**config.mk**
```make
export PLATFORM = sky130hd
export DESIGN_NAME = instruction_fetch_unit
export DESIGN_NICKNAME = d
export VERILOG_FILES = /design/src/rtl/instruction_fetch_unit.sv
export SDC_FILE = /design/constraint.sdc
export NUM_CORES = 1
export LEC_CHECK = 0
export CAP_MARGIN = 0
export CORE_UTILIZATION = 40
export CTS_BUF_LIST = sky130_fd_sc_hd__clkbuf_8
export DETAILED_ROUTE_END_ITERATION = 7
export PLACE_DENSITY = 0.68
export SLEW_MARGIN = 10
export SYNTH_ARGS = -nofsm -noshare
export SYNTH_HDL_FRONTEND = slang
export SYNTH_SLANG_ARGS = --single-unit
```
**constraint.sdc**
```tcl
create_clock -name clk_i -period 1.82 [get_ports clk_i]
set_input_delay 0.273 -clock clk_i [delete_from_list [all_inputs] [get_ports clk_i]]
set_output_delay 0.273 -clock clk_i [all_outputs]
set_load 0.01 [all_outputs]
```
**src/rtl/instruction_fetch_unit.sv**
```systemverilog
// Instruction fetch stage: owns the PC, runs the busywait handshake to instruction
// memory and loads the IF/ID register, honouring stalls and EX-stage redirects.
module instruction_fetch_unit #(
  parameter logic [31:0] RESET_PC = 32'h0000_0000
) (
  input  logic        clk_i,
  input  logic        rst_n_i,
  input  logic        stall_i,
  input  logic        redirect_i,
  input  logic [31:0] redirect_pc_i,
  output logic [31:0] imem_addr_o,
  output logic        imem_read_o,
  input  logic [31:0] imem_readdata_i,
  input  logic        imem_busywait_i,
  output logic [31:0] if_id_pc_o,
  output logic [31:0] if_id_pc4_o,
  output logic [31:0] if_id_instr_o,
  output logic        if_id_valid_o
);

  typedef enum logic [1:0] {
    S_IDLE    = 2'd0,
    S_FETCH   = 2'd1,
    S_HOLD    = 2'd2,
    S_DISCARD = 2'd3
  } state_e;

  state_e      state_q, state_d;
  logic [31:0] pc_q, pc_d;
  logic [31:0] pending_q, pending_d;
  logic [31:0] hold_q, hold_d;
  logic [31:0] if_id_pc_q, if_id_pc_d;
  logic [31:0] if_id_pc4_q, if_id_pc4_d;
  logic [31:0] if_id_instr_q, if_id_instr_d;
  logic        if_id_valid_q, if_id_valid_d;

  logic [31:0] redirect_tgt;
  logic [31:0] pc_plus4;

  assign redirect_tgt = {redirect_pc_i[31:2], 2'b00};
  assign pc_plus4     = pc_q + 32'd4;

  // PC only moves on completion, so while discarding it still holds the in-flight address.
  assign imem_addr_o  = pc_q;
  assign imem_read_o  = (state_q == S_FETCH) || (state_q == S_DISCARD);

  assign if_id_pc_o    = if_id_pc_q;
  assign if_id_pc4_o   = if_id_pc4_q;
  assign if_id_instr_o = if_id_instr_q;
  assign if_id_valid_o = if_id_valid_q;

  always_ff @(posedge clk_i or negedge rst_n_i) begin
    if (!rst_n_i) begin
      state_q       <= S_IDLE;
      pc_q          <= RESET_PC;
      pending_q     <= 32'd0;
      hold_q        <= 32'd0;
      if_id_pc_q    <= 32'd0;
      if_id_pc4_q   <= 32'd0;
      if_id_instr_q <= 32'd0;
      if_id_valid_q <= 1'b0;
    end else begin
      state_q       <= state_d;
      pc_q          <= pc_d;
      pending_q     <= pending_d;
      hold_q        <= hold_d;
      if_id_pc_q    <= if_id_pc_d;
      if_id_pc4_q   <= if_id_pc4_d;
      if_id_instr_q <= if_id_instr_d;
      if_id_valid_q <= if_id_valid_d;
    end
  end

  always_comb begin
    state_d       = state_q;
    pc_d          = pc_q;
    pending_d     = pending_q;
    hold_d        = hold_q;
    if_id_pc_d    = if_id_pc_q;
    if_id_pc4_d   = if_id_pc4_q;
    if_id_instr_d = if_id_instr_q;
    if_id_valid_d = if_id_valid_q;

    unique case (state_q)
      S_IDLE: begin
        state_d = S_FETCH;
      end

      S_FETCH: begin
        if (redirect_i) begin
          if_id_valid_d = 1'b0;
          if (!imem_busywait_i) begin
            pc_d = redirect_tgt;
          end else begin
            pending_d = redirect_tgt;
            state_d   = S_DISCARD;
          end
        end else if (!imem_busywait_i) begin
          if (!stall_i) begin
            if_id_pc_d    = pc_q;
            if_id_pc4_d   = pc_plus4;
            if_id_instr_d = imem_readdata_i;
            if_id_valid_d = 1'b1;
            pc_d          = pc_plus4;
          end else begin
            hold_d  = imem_readdata_i;
            state_d = S_HOLD;
          end
        end else if (!stall_i) begin
          if_id_valid_d = 1'b0;
        end
      end

      S_HOLD: begin
        if (redirect_i) begin
          pc_d          = redirect_tgt;
          if_id_valid_d = 1'b0;
          hold_d        = 32'd0;
          state_d       = S_FETCH;
        end else if (!stall_i) begin
          if_id_pc_d    = pc_q;
          if_id_pc4_d   = pc_plus4;
          if_id_instr_d = hold_q;
          if_id_valid_d = 1'b1;
          pc_d          = pc_plus4;
          state_d       = S_FETCH;
        end
      end

      S_DISCARD: begin
        // A redirect landing in the completion cycle is the newest target, so it wins.
        if_id_valid_d = 1'b0;
        if (redirect_i) begin
          pending_d = redirect_tgt;
        end
        if (!imem_busywait_i) begin
          pc_d    = redirect_i ? redirect_tgt : pending_q;
          state_d = S_FETCH;
        end
      end

      default: begin
        state_d = S_IDLE;
      end
    endcase
  end

endmodule
```
==> results.sh <==
export IMPL_status="finished, violations left"
export IMPL_violations="design-rule violations, negative setup slack"
export IMPL_netlist_cell_type_count=54
export IMPL_path_cells="or3b_4, a211o_2, buf_12, or4_4, o2111ai_1"
export IMPL_fp_dieW_um=153
export IMPL_drt_initial_drc_count=601
export IMPL_worst_clock_skew_ns=0.0138
export IMPL_cp_end_kind="flip-flop"
export IMPL_path_buf_inv=1
export IMPL_worst_pin_slew_ns=0.395
export IMPL_grt_pass1_vias=7942
export IMPL_area_growth_synth_to_final_pct=46.1
export IMPL_cts_max_level=4
export IMPL_seqCellArea_sq_um=4840
export IMPL_final_cells=1484
export IMPL_hold_path_class="in2async"
export IMPL_rows=54
export IMPL_cp_slowest_cell="or4_4"
export IMPL_root_buffer="clkbuf_8"
export IMPL_place_area_sq_um=12000
export IMPL_ant_nets=0
export IMPL_cellLeakagePower_uw=0.00573
export IMPL_num_vias=8328
export IMPL_yosys_area_top_type="dfrtp_1"
export IMPL_slew_viol_final=0
export IMPL_place_inst=1420
export IMPL_critPathTopFamily="simple AND/OR/NAND/NOR gates"
export IMPL_power_density_nw_per_um2=1130
export IMPL_cts_buffers_inserted=17
export IMPL_final_util_pct=60.3
export IMPL_grt_pass1_wl_um=43600
export IMPL_stdcell_area_sq_um=13300
export IMPL_dieArea_sq_um=23300
export IMPL_port_buffers=196
export IMPL_setup_violations_final=96
export IMPL_gp_congestion=0.887
export IMPL_grt_remaining_overflow=0
export IMPL_yosysSeqAreaShare_pct=53.1
export IMPL_fmax_mhz=501
export IMPL_yosys_top_cells_count="nand2_1, dfrtp_1, clkbuf_1"
export IMPL_slew_headroom_pct=73.7
export IMPL_cp_required_ns=2.20
export IMPL_whs_ns=0.280
export IMPL_synthFlopType="dfrtp_1"
export IMPL_arrival_ns=2.38
export IMPL_synthCells=930
export IMPL_ctsLongestPathBuffers=2
export IMPL_clock_latency_ns=0.47
export IMPL_first_pass_iters=7
export IMPL_drcViolationCount=32
export IMPL_grtUsageTotal_pct=23.7
export IMPL_critical_path_max_stage_delay_ns=0.52
export IMPL_cp_start_kind="flip-flop"
export IMPL_nNetsFinal=1260
export IMPL_synth_nets=1000
export IMPL_cts_clk_slew_worst_paths_ns=0.11
export IMPL_routed_via_density=5.61
export IMPL_antenna_found_initial=2
export IMPL_min_period_ns=2.00
export IMPL_io_pins=199
export IMPL_synth_edf_count=0
export IMPL_crit_fanout=22
export IMPL_synth_seq_cells=193
export IMPL_critPathKind="reg2reg"
export IMPL_hold_viol_final=0
export IMPL_coreArea_sq_um=22000
export IMPL_wl_per_cell_um=18.7
export IMPL_fillers=1871
export IMPL_tns_ns=-8.89
export IMPL_yosysMostFrequentCell="nand2_1"
export IMPL_synthTopCellsByArea="dfrtp_1, nand2_1, a22o_1"
export IMPL_ir_drop_v=0.000594
export IMPL_rsz0062_at_grt="true"
export IMPL_dieHeight_um=153
export IMPL_syn_cell_area_sq_um=9090
export IMPL_multi_input_area_sq_um=4230
export IMPL_dp_hpwl_um=18000
export IMPL_layout_drive_gt1_share_pct=22.9
export IMPL_post_synth_cell_area_avg_sq_um=9.77
export IMPL_timing_final_ws_setup_ns=-0.176
export IMPL_synth_top_area_share_pct=53.1
export IMPL_wl_um=27800
export IMPL_yosysWarnings=0
export IMPL_fin_crit_sh_pct=110
export IMPL_cts_sinks=193
export IMPL_grt_max_degree=69
export IMPL_synth_async_reset_ratio_pct=100
export IMPL_cts_tree="yes"
export IMPL_start_util_pct=41.3
export IMPL_drv_cap=0
-- area by class of cell --
cell class	instances	share of cell area (%)
antenna	1	0.0188
tap	280	2.64
multi-input combinational	640	31.8
clock buffer	19	1.97
sequential	193	36.5
timing repair buffer	333	26.0
clock inverter	13	0.895
inverter	5	0.141
-- power breakdown --
part / switching, uW / internal [uW]
clock network: 1710 / 1070
registers: 843 / 5510
logic: 2610 / 3230
-- logic make-up after synthesis --
kind of cell             synth area share, %
XOR/XNOR                                1.45
AND/OR/NAND/NOR                         20.2
buffers and inverters                   4.63
AO/OA/AOI/OAI                           16.6
flip-flops                              53.1
multiplexers                            3.83
adder cells (fa/ha/maj)                0.138
-- sequential cells by signal, summed over array words and instances, names as in the netlist --
register / cells
if_id_instr_o: 32
if_id_pc4_o: 32
if_id_pc_o: 30
if_id_valid_o: 1
hold_q: 32
state_q: 2
pending_q: 32
imem_addr_o: 32
-- metrics by stage --
stage	setup WS (ns)	total power [uW]
after floorplan	-0.178	8690
after global placement	-0.512	11700
after detailed placement	-0.537	11800
after CTS	-0.180	14700
after global routing	-0.254	15800
final	-0.176	15000
-- layout by cell type (no fill, tap or decap), types with 5 or more instances in the layout --
cell / count
nor3b_1: 11
o211ai_2: 5
buf_6: 9
a22o_1: 41
a21oi_1: 10
nand2_1: 204
inv_1: 5
nor2_1: 42
nor2_2: 6
nor2b_1: 5
buf_12: 22
dlygate4sd2_1: 21
a31oi_4: 17
a31oi_1: 14
and2_1: 5
o22ai_1: 7
dfrtp_2: 9
buf_4: 94
o211ai_1: 24
dfrtp_1: 184
nand3_1: 36
nand4_1: 20
or4_4: 14
mux2_2: 30
buf_16: 6
a22oi_1: 6
o21ai_0: 37
clkdlybuf4s50_1: 170
xnor2_1: 11
clkbuf_8: 21
nor3_1: 6
and4_1: 6
o2bb2ai_1: 5
-- worst reg2reg max path, stage by stage (launching register included) --
cell and delay [ns]:
dfrtp_1 0.41, or3b_4 0.39, a211o_2 0.33, buf_12 0.17
or4_4 0.53, o2111ai_1 0.10
-- final timing paths --
kind	from	endpoint	slack, ns	depth (start not counted)
max	state_q[1]$_DFFE_PN0P_	imem_addr_o[21]$_DFFE_PN0P_	-0.18	5
min	rst_n_i	if_id_pc4_o[6]$_DFFE_PN0P_	0.28	2
max reg2reg	state_q[1]$_DFFE_PN0P_	imem_addr_o[21]$_DFFE_PN0P_	-0.18	5
min reg2reg	if_id_pc_o[25]$_DFFE_PN0P_	if_id_pc_o[25]$_DFFE_PN0P_	0.48	2
max in group asynchronous	rst_n_i	if_id_instr_o[12]$_DFFE_PN0P_	0.87	3
min in group clk_i	redirect_i	if_id_valid_o$_DFFE_PN0P_	0.29	3
-- timing repair --
| action | in CTS | in global routing |
|---|---|---|
| cloned | 7 | 2 |
| resized for setup | 38 | 69 |
| setup buffers | 13 | 10 |
| hold buffers | 1 | 0 |
| endpoints found under the setup margin | 137 | 121 |
| hold endpoints to repair | 33 | 0 |
| pin swaps | 0 | 10 |
-- routing by layer --
layer  track usage (%)  up-vias  share of wire, %
met4              6.25        2               1.0
met2              38.2      307                48
met1              32.3     4140                44
li1                  -     3854                 -
met5                 0        -             0.054
met3              5.09       25               7.4
No activity file was read; power rests on OpenSTA's default activity.
==> variant 1 (config.mk and constraints unchanged) <==
Re-encode `state_e` (4 states) as Gray code, 2 bits wide.
--- a/src/rtl/instruction_fetch_unit.sv
+++ b/src/rtl/instruction_fetch_unit.sv
@@ -19,10 +19,10 @@
 );
 
   typedef enum logic [1:0] {
-    S_IDLE    = 2'd0,
-    S_FETCH   = 2'd1,
-    S_HOLD    = 2'd2,
-    S_DISCARD = 2'd3
+    S_IDLE    = 2'b00,
+    S_FETCH   = 2'b01,
+    S_HOLD    = 2'b11,
+    S_DISCARD = 2'b10
   } state_e;
 
   state_e      state_q, state_d;
Formal check against the unedited RTL: no difference found for any inputs over 4 cycles, from zero or initial values and one cycle with rst_n_i low; so few cycles prove little.
==> variant 1 against the original RTL <==
- largest power group is now combinational cells
- sequential cell count unchanged
- critical path type unchanged
- wire length shrank 5.0%
- combinational power grew 88%
- critical endpoint is now state_q[1]
- total power increased by 42%
- worst setup slack better by 58 ps
- cell count rose by 1.4%
- design area down 2.5%
- largest cell class unchanged
- die area shrank 1.9%
- synthesized cell count up 0.43%
- area after synthesis down 2.0%
- the flow finishes with violations (negative setup slack)
==> variant 1: results (changes against the original RTL) <==
** Min path
- Path category of the worst min-delay check :: input port to flip-flop

** Timing
- The final setup slack of the worst path was -118 ps (+58.5 ps).
- Setup-failing EPs final :: 10 (-90%)

** Power and ir drop
- Sequential fraction of design power :: 35.0% (-7.4 points)
- Reported combinational group power :: 11.0 mW (+88%)

** Finish
- The layout sequential cell count came to 193 (unchanged).
- Inverters, non-clock :: 13 (+8)
- The fraction of area in clock buffers and inverters is 3.07% (+0.21 points).
- Register share of the cell area :: 37.3% (+0.88 points)
- Data buffer area share :: 25.5% (-0.53 points)
- Fraction of area in multi-input gates :: 30.9% (-0.88 points)
- The number of cells in the finished layout apart from fillers was 1505 (+1.4%).
- The count of buffers not belonging to the clock network in the layout was 331 (-0.60%).
- Count of clock buffers in the final design :: 17 (-2)

** Global routing
- Number of global-route vias before repair :: 7370 (-7.2%)
- Total Routing Usage GR :: 22.2% (-1.5 points)
- First-pass GRT wire length :: 39000 um (-11%)

** Status
- The run finished, with violations left.
- The final reports fail on negative setup slack.

** Route
- Total length of routed wires :: 26400 um (-5.0%)
- The number of design-rule violations left by the first detailed-router iteration was 504 (-16%).
- Met3 WL :: 2200 um (+6.4%)

** Place
- Final GP Congestion :: 0.825 (-7.1%)
- Total placed cells including tap cells :: 1429 (+0.63%)

** Synthesis
- The share of synthesized cell area in full adder, half adder and majority cells came to 0.702% (+0.56 points).
- The sequential element share of the synthesized area was 54.2% (+1.1 points).
- Counting instances in the post-synthesis netlist gives the leading cell types as 210 x sky130_fd_sc_hd__nand2_1, 193 x sky130_fd_sc_hd__dfrtp_1, 91 x sky130_fd_sc_hd__o21ai_0.
- Synth Area in XOR/XNOR :: 2.56% (+1.1 points)

** Worst setup path
- The worst endpoint data arrival time is 2300 ps (-80 ps).
- The critical-path maximum fanout came to 4 (-82%).
## variant 1: metrics by stage
stage | utilization (%) | worst slack [ps] | cell area, sq um | TNS [ps] | power (mW)
2_1_floorplan | - | -11.4 | 8970 | -85.8 | 12.2
3_3_place_gp | 54.1 | -167 | 11800 | -7920 | 17.2
3_5_place_dp | 54.1 | -195 | 11800 | -12500 | 17.5
4_1_cts | 56.9 | -91.7 | 12400 | -2150 | 20.5
5_1_grt | 59.3 | -163 | 12900 | -5040 | 22.7
6_report | 59.3 | -118 | 12900 | -386 | 21.2
## variant 1: repair_timing
item                                    in CTS  in global routing
endpoints found under the setup margin     169                142
hold endpoints to repair                    32                  0
hold buffers                                 1                  0
gates resized for setup                     44                 51
cloned                                       0                  8
pin swaps                                    4                 26
buffers inserted                            12                 24
==> variant 2 (same flow settings) <==
Without the edit above. `hold_q` no longer has a reset.
--- a/src/rtl/instruction_fetch_unit.sv
+++ b/src/rtl/instruction_fetch_unit.sv
@@ -54,7 +54,6 @@
       state_q       <= S_IDLE;
       pc_q          <= RESET_PC;
       pending_q     <= 32'd0;
-      hold_q        <= 32'd0;
       if_id_pc_q    <= 32'd0;
       if_id_pc4_q   <= 32'd0;
       if_id_instr_q <= 32'd0;
@@ -63,12 +62,15 @@
       state_q       <= state_d;
       pc_q          <= pc_d;
       pending_q     <= pending_d;
-      hold_q        <= hold_d;
       if_id_pc_q    <= if_id_pc_d;
       if_id_pc4_q   <= if_id_pc4_d;
       if_id_instr_q <= if_id_instr_d;
       if_id_valid_q <= if_id_valid_d;
     end
+  end
+
+  always_ff @(posedge clk_i) begin
+    hold_q <= hold_d;
   end
 
   always_comb begin
Behaviour: same outputs for any inputs over 4 cycles, from zero or initial values and one cycle with rst_n_i low; that may be too few to reach the edited logic, so the function may still have changed.
==> variant 2 against the original RTL <==
- non-clock buffer count is 14 higher
- largest cell class unchanged
- design area barely moved
- sequential cell count is the same
- area after synthesis fell by 3.5%
- worst setup slack better by 71 ps
- wire length decreased by 2.6%
- core utilization grew 2.1 points
- synthesized cell count decreased by 13%
- the run ends with negative setup slack left
Power is not compared: it rests on default switching activity, and its combinational part moved more than twofold at a synthesized area within 25%.
==> variant 2: results (changes against the original RTL) <==
** Status
- The run finished, with violations left.
- Failing checks :: negative setup slack

** Timing
- Transition time at the pin with the least slew margin :: 391 ps (-4.19 ps)
- The final setup violation count is 72 (-25%).
- Min setup slack post-route :: -105 ps (+71.0 ps)

** Finish
- The summed area of non-filler cells in the final layout was 13300 sq um (about the same).
- Antenna fix cells :: 0 (-1)
- The number of cells in the finished layout apart from fillers was 1408 (-5.1%).

** Synthesis
- Number of enable-type register cells in the synthesized netlist :: 32 (+32)
- The fraction of synthesis flops using an asynchronous set or reset pin is 83.4% (-17 points).
- The sequential element share of the synthesized area came to 56.9% (+3.7 points).
- List of most frequent post-synthesis cells :: 161 x sky130_fd_sc_hd__dfrtp_1, 100 x sky130_fd_sc_hd__o21ai_0, 94 x sky130_fd_sc_hd__nand2_1

** Global routing
- Number of global-route vias before repair :: 7141 (-10%)
- First-pass GRT wire length :: 38700 um (-11%)
- GRT met2 Usage :: 35.7% (-2.5 points)

** Route
- The total met3 wirelength after detailed routing came to 1700 um (-18%).
- DR WL met2 :: 12800 um (-3.5%)
- The post-detailed-route wirelength per cell came to 19.2 um (+2.7%).
- The highest layer touched by signal routing is met4.
- The detailed-route wire length on metal 1 was 12000 um (-1.5%).
- Detailed router's first-iteration violation count :: 503 (-16%)
- Detailed-route DRC error count :: 0 (-100%)

** Place
- Placement Setup Slack :: -248 ps (+289 ps)

** Worst setup path
- Among all stages on the critical path, the largest delay is contributed by sky130_fd_sc_hd__dfrtp_1.
- Top fanout value on the critical path :: 7 (-68%)
- Slowest cell delay on critical path :: 450 ps (-70 ps)
==> variant 2: power groups by stage <==
stage                     sequential [mW]  clock (mW)  combinational, mW
after floorplan                      8.29           0               4.86
after CTS                            7.66        2.73               11.4
after global routing                 7.94        2.89               14.2
after global placement               7.71           0               10.4
after detailed placement             7.80           0               10.6
final                                7.72        2.64               13.3
==> variant 2: logic make-up (layout without fill, tap and decap cells) <==
group / Yosys count / count (layout) / share of synthesized area [%]
compound gates: 238 / 239 / 16.1
simple gates: 213 / 213 / 12.5
flops: 193 / 193 / 56.9
buf+inv: 79 / 398 / 3.67
mux: 57 / 57 / 7.26
xor+xnor: 28 / 28 / 2.80
fa+ha+maj: 5 / 5 / 0.713
==> variant 2: path summary, 6_finish.rpt <==
path                                     end               from  depth (start not counted)  slack, ps
max                           if_id_pc_o[28]         state_q[1]                          8       -110
min                        if_id_instr_o[23]            rst_n_i                          2        240
max reg2reg                   if_id_pc_o[28]         state_q[1]                          8       -110
min reg2reg                if_id_instr_o[29]  if_id_instr_o[29]                          2        490
max in group asynchronous    imem_addr_o[27]            rst_n_i                          3        860
min in group clk_i           imem_addr_o[14]  redirect_pc_i[14]                          3        450
==> variant 2: timing repair <==
action / 4_1_cts / 5_1_grt
pin swaps: 17 / 25
gates resized for setup: 85 / 133
gates cloned: 3 / 11
endpoints found under the setup margin: 113 / 179
endpoints found under the hold margin: 27 / 0
setup buffers: 24 / 9
hold buffers: 1 / 0
==> variant 2: cell type report <==
class,instances,share of cell area (%)
clock buffer,17,1.76
clock inverter,15,0.914
inverter,19,0.565
multi-input combinational,542,30.3
sequential,193,37.6
tap,275,2.59
timing repair buffer,347,26.2
